<file path="src/rtl/tile_rom_arb_pkg.sv">
// Shared types and default widths for the tile ROM arbiter.
// Optional build macro: TILE_ROM_ARB_FIXED_PRIO_EN (see rr_select).
package tile_rom_arb_pkg;

    localparam int N_REQ_DEF   = 4;
    localparam int ADDR_W_DEF  = 32;
    localparam int DATA_W_DEF  = 64;
    localparam int BURST_W_DEF = 8;

    typedef enum logic [1:0] {
        IDLE  = 2'd0,
        GRANT = 2'd1,
        BURST = 2'd2
    } state_t;

endpackage

</file>
<file path="src/rtl/tile_rom_arbiter_rr_select.sv">
// Winner selection for the tile ROM arbiter.
// TILE_ROM_ARB_FIXED_PRIO_EN: lowest index wins, 'last' ignored.
module rr_select #(
    parameter int N = 4,
    parameter int W = 2
) (
    input  logic [N-1:0] req,
    input  logic [W-1:0] last,
    output logic [W-1:0] grant,
    output logic         any
);

`ifdef TILE_ROM_ARB_FIXED_PRIO_EN
    logic unused_last;
    assign unused_last = ^last;

    // Lowest set index wins; later hits overwrite higher ones.
    always_comb begin
        grant = '0;
        any   = |req;
        for (int i = N - 1; i >= 0; i--) begin
            if (req[i]) grant = W'(i);
        end
    end
`else
    logic [W-1:0] idx;

    // Search from last+1 around to last; nearest hit wins.
    always_comb begin
        grant = '0;
        idx   = '0;
        any   = |req;
        for (int i = N; i >= 1; i--) begin
            idx = W'((int'(last) + i) % N);
            if (req[idx]) grant = idx;
        end
    end
`endif

endmodule

</file>
<file path="src/rtl/tile_rom_arbiter.sv">
// Shares the burst tile ROM port between N requesters.
// Build option: TILE_ROM_ARB_FIXED_PRIO_EN selects fixed priority.
module tile_rom_arbiter
    import tile_rom_arb_pkg::*;
#(
    parameter int N_REQ   = N_REQ_DEF,
    parameter int ADDR_W  = ADDR_W_DEF,
    parameter int DATA_W  = DATA_W_DEF,
    parameter int BURST_W = BURST_W_DEF
) (
    input  logic                       clock,
    input  logic                       reset,
    input  logic [N_REQ-1:0]           req_rd,
    input  logic [N_REQ*ADDR_W-1:0]    req_addr,
    input  logic [N_REQ*BURST_W-1:0]   req_burst_len,
    output logic [N_REQ-1:0]           req_wait_n,
    output logic [N_REQ-1:0]           req_valid,
    output logic [N_REQ-1:0]           req_burst_done,
    output logic [DATA_W-1:0]          req_dout,
    output logic                       rom_rd,
    output logic [ADDR_W-1:0]          rom_addr,
    output logic [BURST_W-1:0]         rom_burst_len,
    input  logic                       rom_wait_n,
    input  logic                       rom_valid,
    input  logic [DATA_W-1:0]          rom_dout,
    input  logic                       rom_burst_done,
    output logic                       busy,
    output logic [$clog2(N_REQ)-1:0]   owner
);

    localparam int OW = $clog2(N_REQ);

    state_t        state;
    logic [OW-1:0] winner;
    logic          any_req;

    rr_select #(
        .N (N_REQ),
        .W (OW)
    ) u_sel (
        .req   (req_rd),
        .last  (owner),
        .grant (winner),
        .any   (any_req)
    );

    // Arbitration FSM: pick owner, wait for ROM accept, track burst.
    always_ff @(posedge clock) begin
        if (reset) begin
            state <= IDLE;
            owner <= OW'(N_REQ - 1);
        end else begin
            unique case (state)
                IDLE: begin
                    if (any_req) begin
                        owner <= winner;
                        state <= GRANT;
                    end
                end
                GRANT: begin
                    if (!req_rd[owner])
                        state <= IDLE;
                    else if (rom_wait_n)
                        state <= BURST;
                end
                BURST: begin
                    if (rom_burst_done)
                        state <= IDLE;
                end
                default: state <= IDLE;
            endcase
        end
    end

    // Request mux toward ROM and response demux back to the owner.
    always_comb begin
        rom_rd         = 1'b0;
        rom_addr       = req_addr[owner*ADDR_W +: ADDR_W];
        rom_burst_len  = req_burst_len[owner*BURST_W +: BURST_W];
        req_wait_n     = '0;
        req_valid      = '0;
        req_burst_done = '0;
        req_dout       = rom_dout;
        busy           = (state != IDLE);
        if (state == GRANT) begin
            rom_rd            = req_rd[owner];
            req_wait_n[owner] = rom_wait_n;
        end
        if (state == BURST) begin
            req_valid[owner]      = rom_valid;
            req_burst_done[owner] = rom_burst_done;
        end
    end

endmodule

</file>
<file path="config.mk">
export PLATFORM = sky130hd
export DESIGN_NAME = tile_rom_arbiter
export DESIGN_NICKNAME = d
export VERILOG_FILES = /design/src/rtl/tile_rom_arb_pkg.sv /design/src/rtl/tile_rom_arbiter_rr_select.sv /design/src/rtl/tile_rom_arbiter.sv
export SDC_FILE = /design/constraint.sdc
export NUM_CORES = 1
export LEC_CHECK = 0
export ABC_CLOCK_PERIOD_IN_PS = 7200
export BUFFER_PORTS_ARGS = -buffer_cell sky130_fd_sc_hd__buf_2
export CAP_MARGIN = 20
export CORE_AREA = 2 2 137 139
export CTS_BUF_LIST = sky130_fd_sc_hd__clkbuf_4 sky130_fd_sc_hd__clkbuf_8
export DETAILED_ROUTE_END_ITERATION = 12
export DIE_AREA = 0 0 139 141
export GPL_ROUTABILITY_DRIVEN = 0
export PLACE_DENSITY = 0.36
export SLEW_MARGIN = 20
export SYNTH_ARGS = -nofsm -noshare
export SYNTH_HDL_FRONTEND = slang
export SYNTH_SLANG_ARGS = --single-unit
</file>
<file path="constraint.sdc">
create_clock -name clock -period 7.2 [get_ports clock]
set_input_delay 0.36 -clock clock [delete_from_list [all_inputs] [get_ports clock]]
set_output_delay 0.36 -clock clock [all_outputs]
set_load 0.01 [all_outputs]
</file>
# ---- Yosys cells after proc, flatten, opt, wreduce, memory -nomap -nowiden
# Index checks and enable logic that the tools add are counted.
dict set report totals {
  regBits 4
  in_bits 233
  out_inout_bits 120
}
dict set report op_classes {
  n_addsub 4
  order_cmp 6
  eq_ne 5
  shifts 2
  n_mux 25
  bitwise_logic 3
  n_reduce_logical 6
}
# operator n
set op_table {}
lappend op_table {{$shiftx 128x8->32} 1}
lappend op_table {{$shiftx 32x6->8} 1}
lappend op_table {{$mux 2} 8}
lappend op_table {{$lt 2x3->1 const B} 5}
lappend op_table {{$and 4x4->4} 3}
lappend op_table {{$mux 4} 3}
lappend op_table {{$bmux 1 s2} 5}
lappend op_table {{$mux 1} 7}
lappend op_table {{$pmux 2 s3} 1}
lappend op_table {{$add 2x1->2 const B} 2}
lappend op_table {{$add 2x2->2 const B} 2}
lappend op_table {{$ne 2x2->1 const B} 2}
lappend op_table {{$reduce_or 4->1} 1}
lappend op_table {{$ne 3x3->1 const B} 1}
lappend op_table {{$reduce_and 3->1} 1}
lappend op_table {{$demux 1 s2} 1}
lappend op_table {{$eq 2x1->1 const B} 1}
lappend op_table {{$eq 2x2->1 const B} 1}
lappend op_table {{$ge 2x1->1 const B} 1}
lappend op_table {{$logic_not 2->1} 1}
lappend op_table {{$reduce_and 2->1} 1}
lappend op_table {{$reduce_bool 2->1} 1}
lappend op_table {{$logic_and 1x1->1} 1}

# ---- Logic depth before layout (Yosys ltp)
# Gate-level depths: netlist (run 1).
dict set report logic_depth {
  depth_word 7
  depth_mapped 9
}

# ---- Modules after synthesis
# Synthesis (run 1) repeated with hierarchy kept, for this count alone.
dict set report unflattened {
  hier_cells 171
  area_unflattened_um2 1905.6
}
# module n_inst cells_each area_each_um2
set by_module_without_submodules {}
lappend by_module_without_submodules {tile_rom_arbiter 1 157 1814.2}
lappend by_module_without_submodules {rr_select 1 14 91.3}

# ---- Worst setup path before layout (run 1)
# OpenSTA, ideal clock, no wires.
dict set report synth_path {
  path_type {register -> register}
  startpoint {register owner[0]}
  endpoint {register owner[0]}
  arrival_time_ps 2465
  required_time_ps 7078
  path_slack_ps 4613
  path_stages_with_launch 10
  n_path_buf 3
  cell_sequence {dfxtp_1 > buf_6 > buf_2 > buf_2 > inv_1 > ha_1 > mux4_2 > nor2b_4 > or4_1 > a221o_1}
}
dict set report synth_via {
  elab_chain_len 7
  elab_cells_between_ends 16
  cone_classes {4 x add/sub; 12 x mux}
}
# item line
set synth_rtl {}
lappend synth_rtl {{start: declaration} tile_rom_arbiter.sv:28} ;# output logic [$clog2(N_REQ)-1:0] owner
lappend synth_rtl {{start signal: assignment} tile_rom_arbiter.sv:51} ;# owner <= OW'(N_REQ - 1);
lappend synth_rtl {{start signal: assignment} tile_rom_arbiter.sv:56} ;# owner <= winner;
lappend synth_rtl {{$add 2x1->2} tile_rom_arbiter_rr_select.sv:34} ;# idx = W'((int'(last) + i) % N);
lappend synth_rtl {{$bmux 1 s2} tile_rom_arbiter_rr_select.sv:35} ;# if (req[idx]) grant = idx;
lappend synth_rtl {{$mux 1 (not written as such)} tile_rom_arbiter_rr_select.sv:35}
lappend synth_rtl {{$mux 2 (3 in a row)} tile_rom_arbiter_rr_select.sv:35}
lappend synth_rtl {{$mux 2 *} tile_rom_arbiter_rr_select.sv:35}
# Every way passes the cells marked *; elsewhere a longest branch is shown, timed or not. The select of a mux whose other input is x is not followed.
# A chain may end at the register's enable or synchronous reset.

# ---- Worst setup path in the final report (run 1)
dict set report layout_path {
  startpoint {register owner[1]}
  endpoint {register owner[0]}
}
# Same word-level chain as after synthesis.

==> results of run 1 <==
worst register-to-register path, cell delays in order (launching register included):
cell,delay [ns]
dfxtp_2,0.63
buf_4,0.49
inv_1,0.18
ha_1,0.33
mux4_2,0.26
nor2b_4,0.04
or4_1,0.39
a221o_1,0.35
stage by stage:
step | power [W] | worst slack, ns | util (%) | std cells | cell area (um2)
global route | 0.000524 | 4.22 | 15.8 | 562 | 2890
global placement | 0.000437 | 4.44 | 15.5 | 557 | 2840
finish | 0.000480 | 4.40 | 15.8 | 562 | 2890
floorplan | 0.000322 | 4.61 | - | 175 | 1960
CTS | 0.000498 | 4.35 | 15.8 | 561 | 2890
detailed placement | 0.000440 | 4.37 | 15.5 | 557 | 2840
routing by layer:
layer  vias to the layer above  track usage (%)  wire (um)
li1                        927                -          -
met1                      1020             8.40       2900
met2                       168             15.3       4640
met3                        18             3.23       1080
met4                         0             1.86        171
met5                         -                0          0
where the power goes:
group	total [W]	internal (W)	leakage (nW)	switching [W]
logic	0.000351	0.000210	1.40	0.000141
registers	0.0000759	0.0000272	0.0332	0.0000487
clock network	0.0000528	0.0000415	0.0262	0.0000112
sequential cells by signal (all words and copies together) (netlist names):
name,cells
owner,2
state,2
cell families (layout without fill, tap and decap cells):
| group | count (synthesis) | count (layout) | synth area share (%) |
|---|---|---|---|
| adders and majority gates | 4 | 4 | 2.55 |
| muxes | 45 | 45 | 50.4 |
| AOI/OAI and AO/OA | 9 | 9 | 3.77 |
| and+or+nand+nor | 33 | 33 | 10.7 |
| buffers and inverters | 80 | 232 | 28.5 |
| DFF | 4 | 4 | 4.08 |
| other | 0 | 1 | 0 |
cell usage in the layout, fill, tap and decap left out, drive strengths merged, types with 2 or more instances in the layout:
cell type and count:
mux2i 2, dfxtp 4, or2 2, clkbuf 4, a21oi 2, a2111oi 2
or3b 2, inv 3, buf 225, nand3b 2, mux4 43, ha 4
and2 4, nor3 3, nor2b 3, nor2 5, and3 8
final timing paths:
path / from / to / slack (ns) / cells past startpoint
max: owner[1] / owner[0] / 4.40 / 7
min: reset / state[1] / 0.37 / 2
max reg2reg: owner[1] / owner[0] / 4.40 / 7
min reg2reg: state[1] / state[0] / 0.48 / 1
layout make-up:
type / count / area share [%]
antenna: 1 / 0.0865
inverter: 3 / 0.389
multi-input combinational: 91 / 45.7
timing repair buffer: 225 / 39.0
clock buffer: 4 / 1.69
tap: 234 / 10.1
sequential: 4 / 2.94
==> results.tsv, run 1 <==
metric	value	unit
yosys.area.top_type_share	49.4	%
path_buf_inv	2	
fin_crit	2.80	ns
synth-seq-cells	4	
core_area	18300	um2
regArea	85.1	um2
drt_iter0_markers	64	
die_area	19600	um2
cts_tree	done	
cp_slowest_stage_delay	0.63	ns
postRouteAntennaNets	0	
cp_cell_sequence	buf_4 -> inv_1 -> ha_1 -> mux4_2 -> nor2b_4 -> or4_1 -> a221o_1	
hold_viol	0	
grt_pass1_wl	12600	um
grt_max_degree	56	
synth_cell_types	31	
crit_required	7.30	ns
clk_pin_slew	0.03	ns
path_class	flop to flop	
slew_violations	0	
slowest_stage	dfxtp_2	
via_per_inst	3.80	
grt_pass1_vias	2212	
cts_hold_buffers	0	
async_reset_ff_share	0	%
clock_latency	0.21	ns
max_freq	0.357	GHz
synth_common_cells	buf_4 (64), mux4_2 (43), and3_1 (8)	
syn-num-nets	412	
cp_top_family	buffers and inverters	
synth_area_per_cell	11.2	um2
num-nets-final	565	
worst-path-max-fanout	31	
rsz0062_at_grt	false	
avgRoutedWirePerCell	15.6	um
area_delta_synth_final	47.5	%
numCtsBuffers	3	
clockBufferDepth	2	
end_kind	flop	
min_path_type	primary input to flop	
htreeDepth	1	
dp_hpwl	7650	um
grt_antenna_before_repair	1	
rows	50	
portBuffers	224	
vias	2133	
p_leak	1.46	nW
yosysTopAreaCell	mux4_2	
io_pins	353	
floorplan.initialDensity	10.7	%
finalSetupTns	0	ns
die_width	139	um
syn_area	1960	um2
synth_seq_area_share	4.08	%
layout-drive-gt1-share	84.1	%
drv_cap	0	
clockRootBuffer	clkbuf_8	
yosys_warnings	0	
drcViolationCount	0	
worstSetupStartpointType	flop	
cts_setup_buffers	0	
worstMarginPinSlew	0.976	ns
period_share	38.9	%
die_h	141	um
max-slew-margin-rel	34.9	%
outcome	finished, final reports clean	
fin_skew	0.00274	ns
ir_drop	0.0000826	V
multi_input_area	1320	um2
drtPass1Iterations	4	
finalSetupViolations	0	
timing.critical_path.arrival	2.89	ns
power.density	166	nW/um2
nFillCells	2080	
grt.overflow.total	0	
wl	8790	um
synth.area.top_cells	mux4_2 (49%), buf_4 (25%), dfxtp_1 (4.1%)	
ys.flop_type	dfxtp_1	
syn_inst	175	
cts-resized-gates	0	
track_usage	8.08	%
synth_edf_count	0	
yosys.cell_count.top_type	buf_4	
clock-sinks	4	
holdWs	0.375	ns
(Power assumes the default switching activity.)
==> run 2: changes to the inputs <==
--- a/config.mk
+++ b/config.mk
@@ -5,15 +5,15 @@
 export SDC_FILE = /design/constraint.sdc
 export NUM_CORES = 1
 export LEC_CHECK = 0
-export ABC_CLOCK_PERIOD_IN_PS = 7200
+export ABC_CLOCK_PERIOD_IN_PS = 2800
 export BUFFER_PORTS_ARGS = -buffer_cell sky130_fd_sc_hd__buf_2
 export CAP_MARGIN = 20
-export CORE_AREA = 2 2 137 139
+export CORE_AREA = 2 2 138 140
 export CTS_BUF_LIST = sky130_fd_sc_hd__clkbuf_4 sky130_fd_sc_hd__clkbuf_8
 export DETAILED_ROUTE_END_ITERATION = 12
-export DIE_AREA = 0 0 139 141
+export DIE_AREA = 0 0 140 142
 export GPL_ROUTABILITY_DRIVEN = 0
-export PLACE_DENSITY = 0.36
+export PLACE_DENSITY = 0.35
 export SLEW_MARGIN = 20
 export SYNTH_ARGS = -nofsm -noshare
 export SYNTH_HDL_FRONTEND = slang
==> constraint.sdc (replaced) <==
create_clock -name clock -period 2.8 [get_ports clock]
set_input_delay 0.14 -clock clock [delete_from_list [all_inputs] [get_ports clock]]
set_output_delay 0.14 -clock clock [all_outputs]
set_load 0.01 [all_outputs]
==> run 2 against run 1 <==
The run now ends with DRC left. Combinational power grew to 2.9 times the previous value. Utilization fell by 0.053 points. Sequential cell count did not move. Critical path depth down 2. Via count down 2.0%. Worst hold slack got worse by 0.22 ns. Non-clock buffer count up 3. Final cell count up 0.36%. Clock power increased to 2.7 times the previous value. Maximum frequency grew 35%. Clock skew rose by 0.00074 ns. Largest power group unchanged.
==> results.tsv, run 2 (synthesis results as in run 1) <==
metric	value	unit
outcome	finished with violations	
failed_checks	DRC	
clock_latency	0.22	ns
rsz0062_at_grt	false	
stdcell_area	2910	um2
fin_crit	2.07	ns
via_per_inst	3.71	
postRouteAntennaNets	0	
max_freq	0.483	GHz
floorplan.initialDensity	10.6	%
timing.critical_path.arrival	2.17	ns
place_ws	0.677	ns
slowest_stage	or4_1	
endpoint	owner[0]	
critical_path.startpoint	owner[1]	
cts_tree	done	
holdWs	0.154	ns
grt.overflow.total	0	
netSwitchingPower	0.000504	W
period_share	73.9	%
vias	2091	
clockBufferDepth	2	
dp_hpwl	7510	um
crit_required	2.90	ns
layout-drive-gt1-share	84.2	%
reg2reg_to	owner[0]	
cts_hold_buffers	0	
worst-path-max-fanout	32	
max-slew-margin-rel	60.9	%
r2r_slack	0.73	ns
wl	8480	um
die_area	19900	um2
num_antenna_cells	0	
grt_max_degree	33	
die_h	142	um
combPwrFrac	81.6	%
die_width	140	um
avgRoutedWirePerCell	15.0	um
r2r_cells	5	
rows	50	
clock-sinks	4	
cp_slowest_stage_delay	0.39	ns
core_area	18500	um2
hold_viol	0	
final_common_cell	buf_2	
area_delta_synth_final	48.5	%
slew_violations	0	
placed_cell_area	2860	um2
finalSetupViolations	0	
htreeDepth	1	
cp_cell_sequence	buf_4 -> mux4_2 -> nor2b_4 -> or4_1 -> a221o_1	
drv_cap	0	
grt_pass1_vias	2178	
regArea	85.1	um2
grt_antenna_before_repair	0	
drtPass1Iterations	10	
swShare	40.9	%
io_pins	353	
num-nets-final	568	
grt_pass1_wl	11800	um
nFillCells	2102	
p_leak	1.48	nW
end_kind	flop	
finalSetupTns	0	ns
path_class	flop to flop	
final_cell_mix	buf_2 (224), mux4_2 (43), and3_1 (8), nor2_1 (5)	
min_path_type	primary input to flop	
cts-resized-gates	0	
fin_skew	0.00348	ns
drt_iter0_markers	113	
intPower	0.000729	W
largestRegisters	owner (2), state (2)	
r2r_start	owner[1]	
drcViolationCount	25	
portBuffers	224	
utilization	15.8	%
numCtsBuffers	3	
worstSetupStartpointType	flop	
worstMarginPinSlew	0.585	ns
pwr-share-seq	7.0	%
worst_slack	0.730	ns
clk_pin_slew	0.03	ns
cts_setup_buffers	0	
clockRootBuffer	clkbuf_8	
track_usage	7.41	%
p_clk_share	11.4	%
power.density	424	nW/um2
multi_input_area	1320	um2
ir_drop	0.000302	V
run 2: worst min-delay path by stage:
stage	from	to	cells past startpoint	slack [ns]
floorplan	reset	state[1]	1	0.21
CTS	reset	state[1]	2	0.14
detailed placement	rom_dout[0]	req_dout[0]	0	0.28
finish	reset	state[1]	2	0.15
global placement	rom_dout[0]	req_dout[0]	0	0.28
global route	reset	state[0]	2	0.16
run 2: critical path, delay by kind of cell (launching register included):
kind	cells	cell delay, ns
flip-flops	1	0.32
buffers and inverters	1	0.37
AND/OR/NAND/NOR	2	0.53
AO/OA/AOI/OAI	1	0.35
multiplexers	1	0.36
run 2: metal layers:
layer  share of wire [%]  track usage [%]  routed length (um)
met1                  31             7.78                2660
met2                  56             14.6                4750
met3                  12             2.56                1030
met4                0.35            0.957                  30
met5                   0                0                   0
run 2: power groups by stage:
| stage | combinational, W | sequential (W) | clock [W] |
|---|---|---|---|
| after floorplan | 0.000748 | 0.0000804 | 0 |
| after global placement | 0.00102 | 0.0000875 | 0 |
| after detailed placement | 0.00103 | 0.0000878 | 0 |
| after CTS | 0.00103 | 0.0000869 | 0.000146 |
| after global routing | 0.00109 | 0.0000899 | 0.000152 |
| final | 0.00101 | 0.0000868 | 0.000140 |
run 2: final cells by class:
cell class	instances	share of cell area, %
multi-input combinational	91	45.4
tap	234	10.1
clock buffer	4	1.68
inverter	3	0.387
sequential	4	2.92
timing repair buffer	228	39.5
run 2: per-stage QoR:
step / cells / power [W]
final: 564 / 0.00123
after global routing: 564 / 0.00134
after CTS: 564 / 0.00127
after detailed placement: 560 / 0.00112
after global placement: 560 / 0.00111
after floorplan: 175 / 0.000828
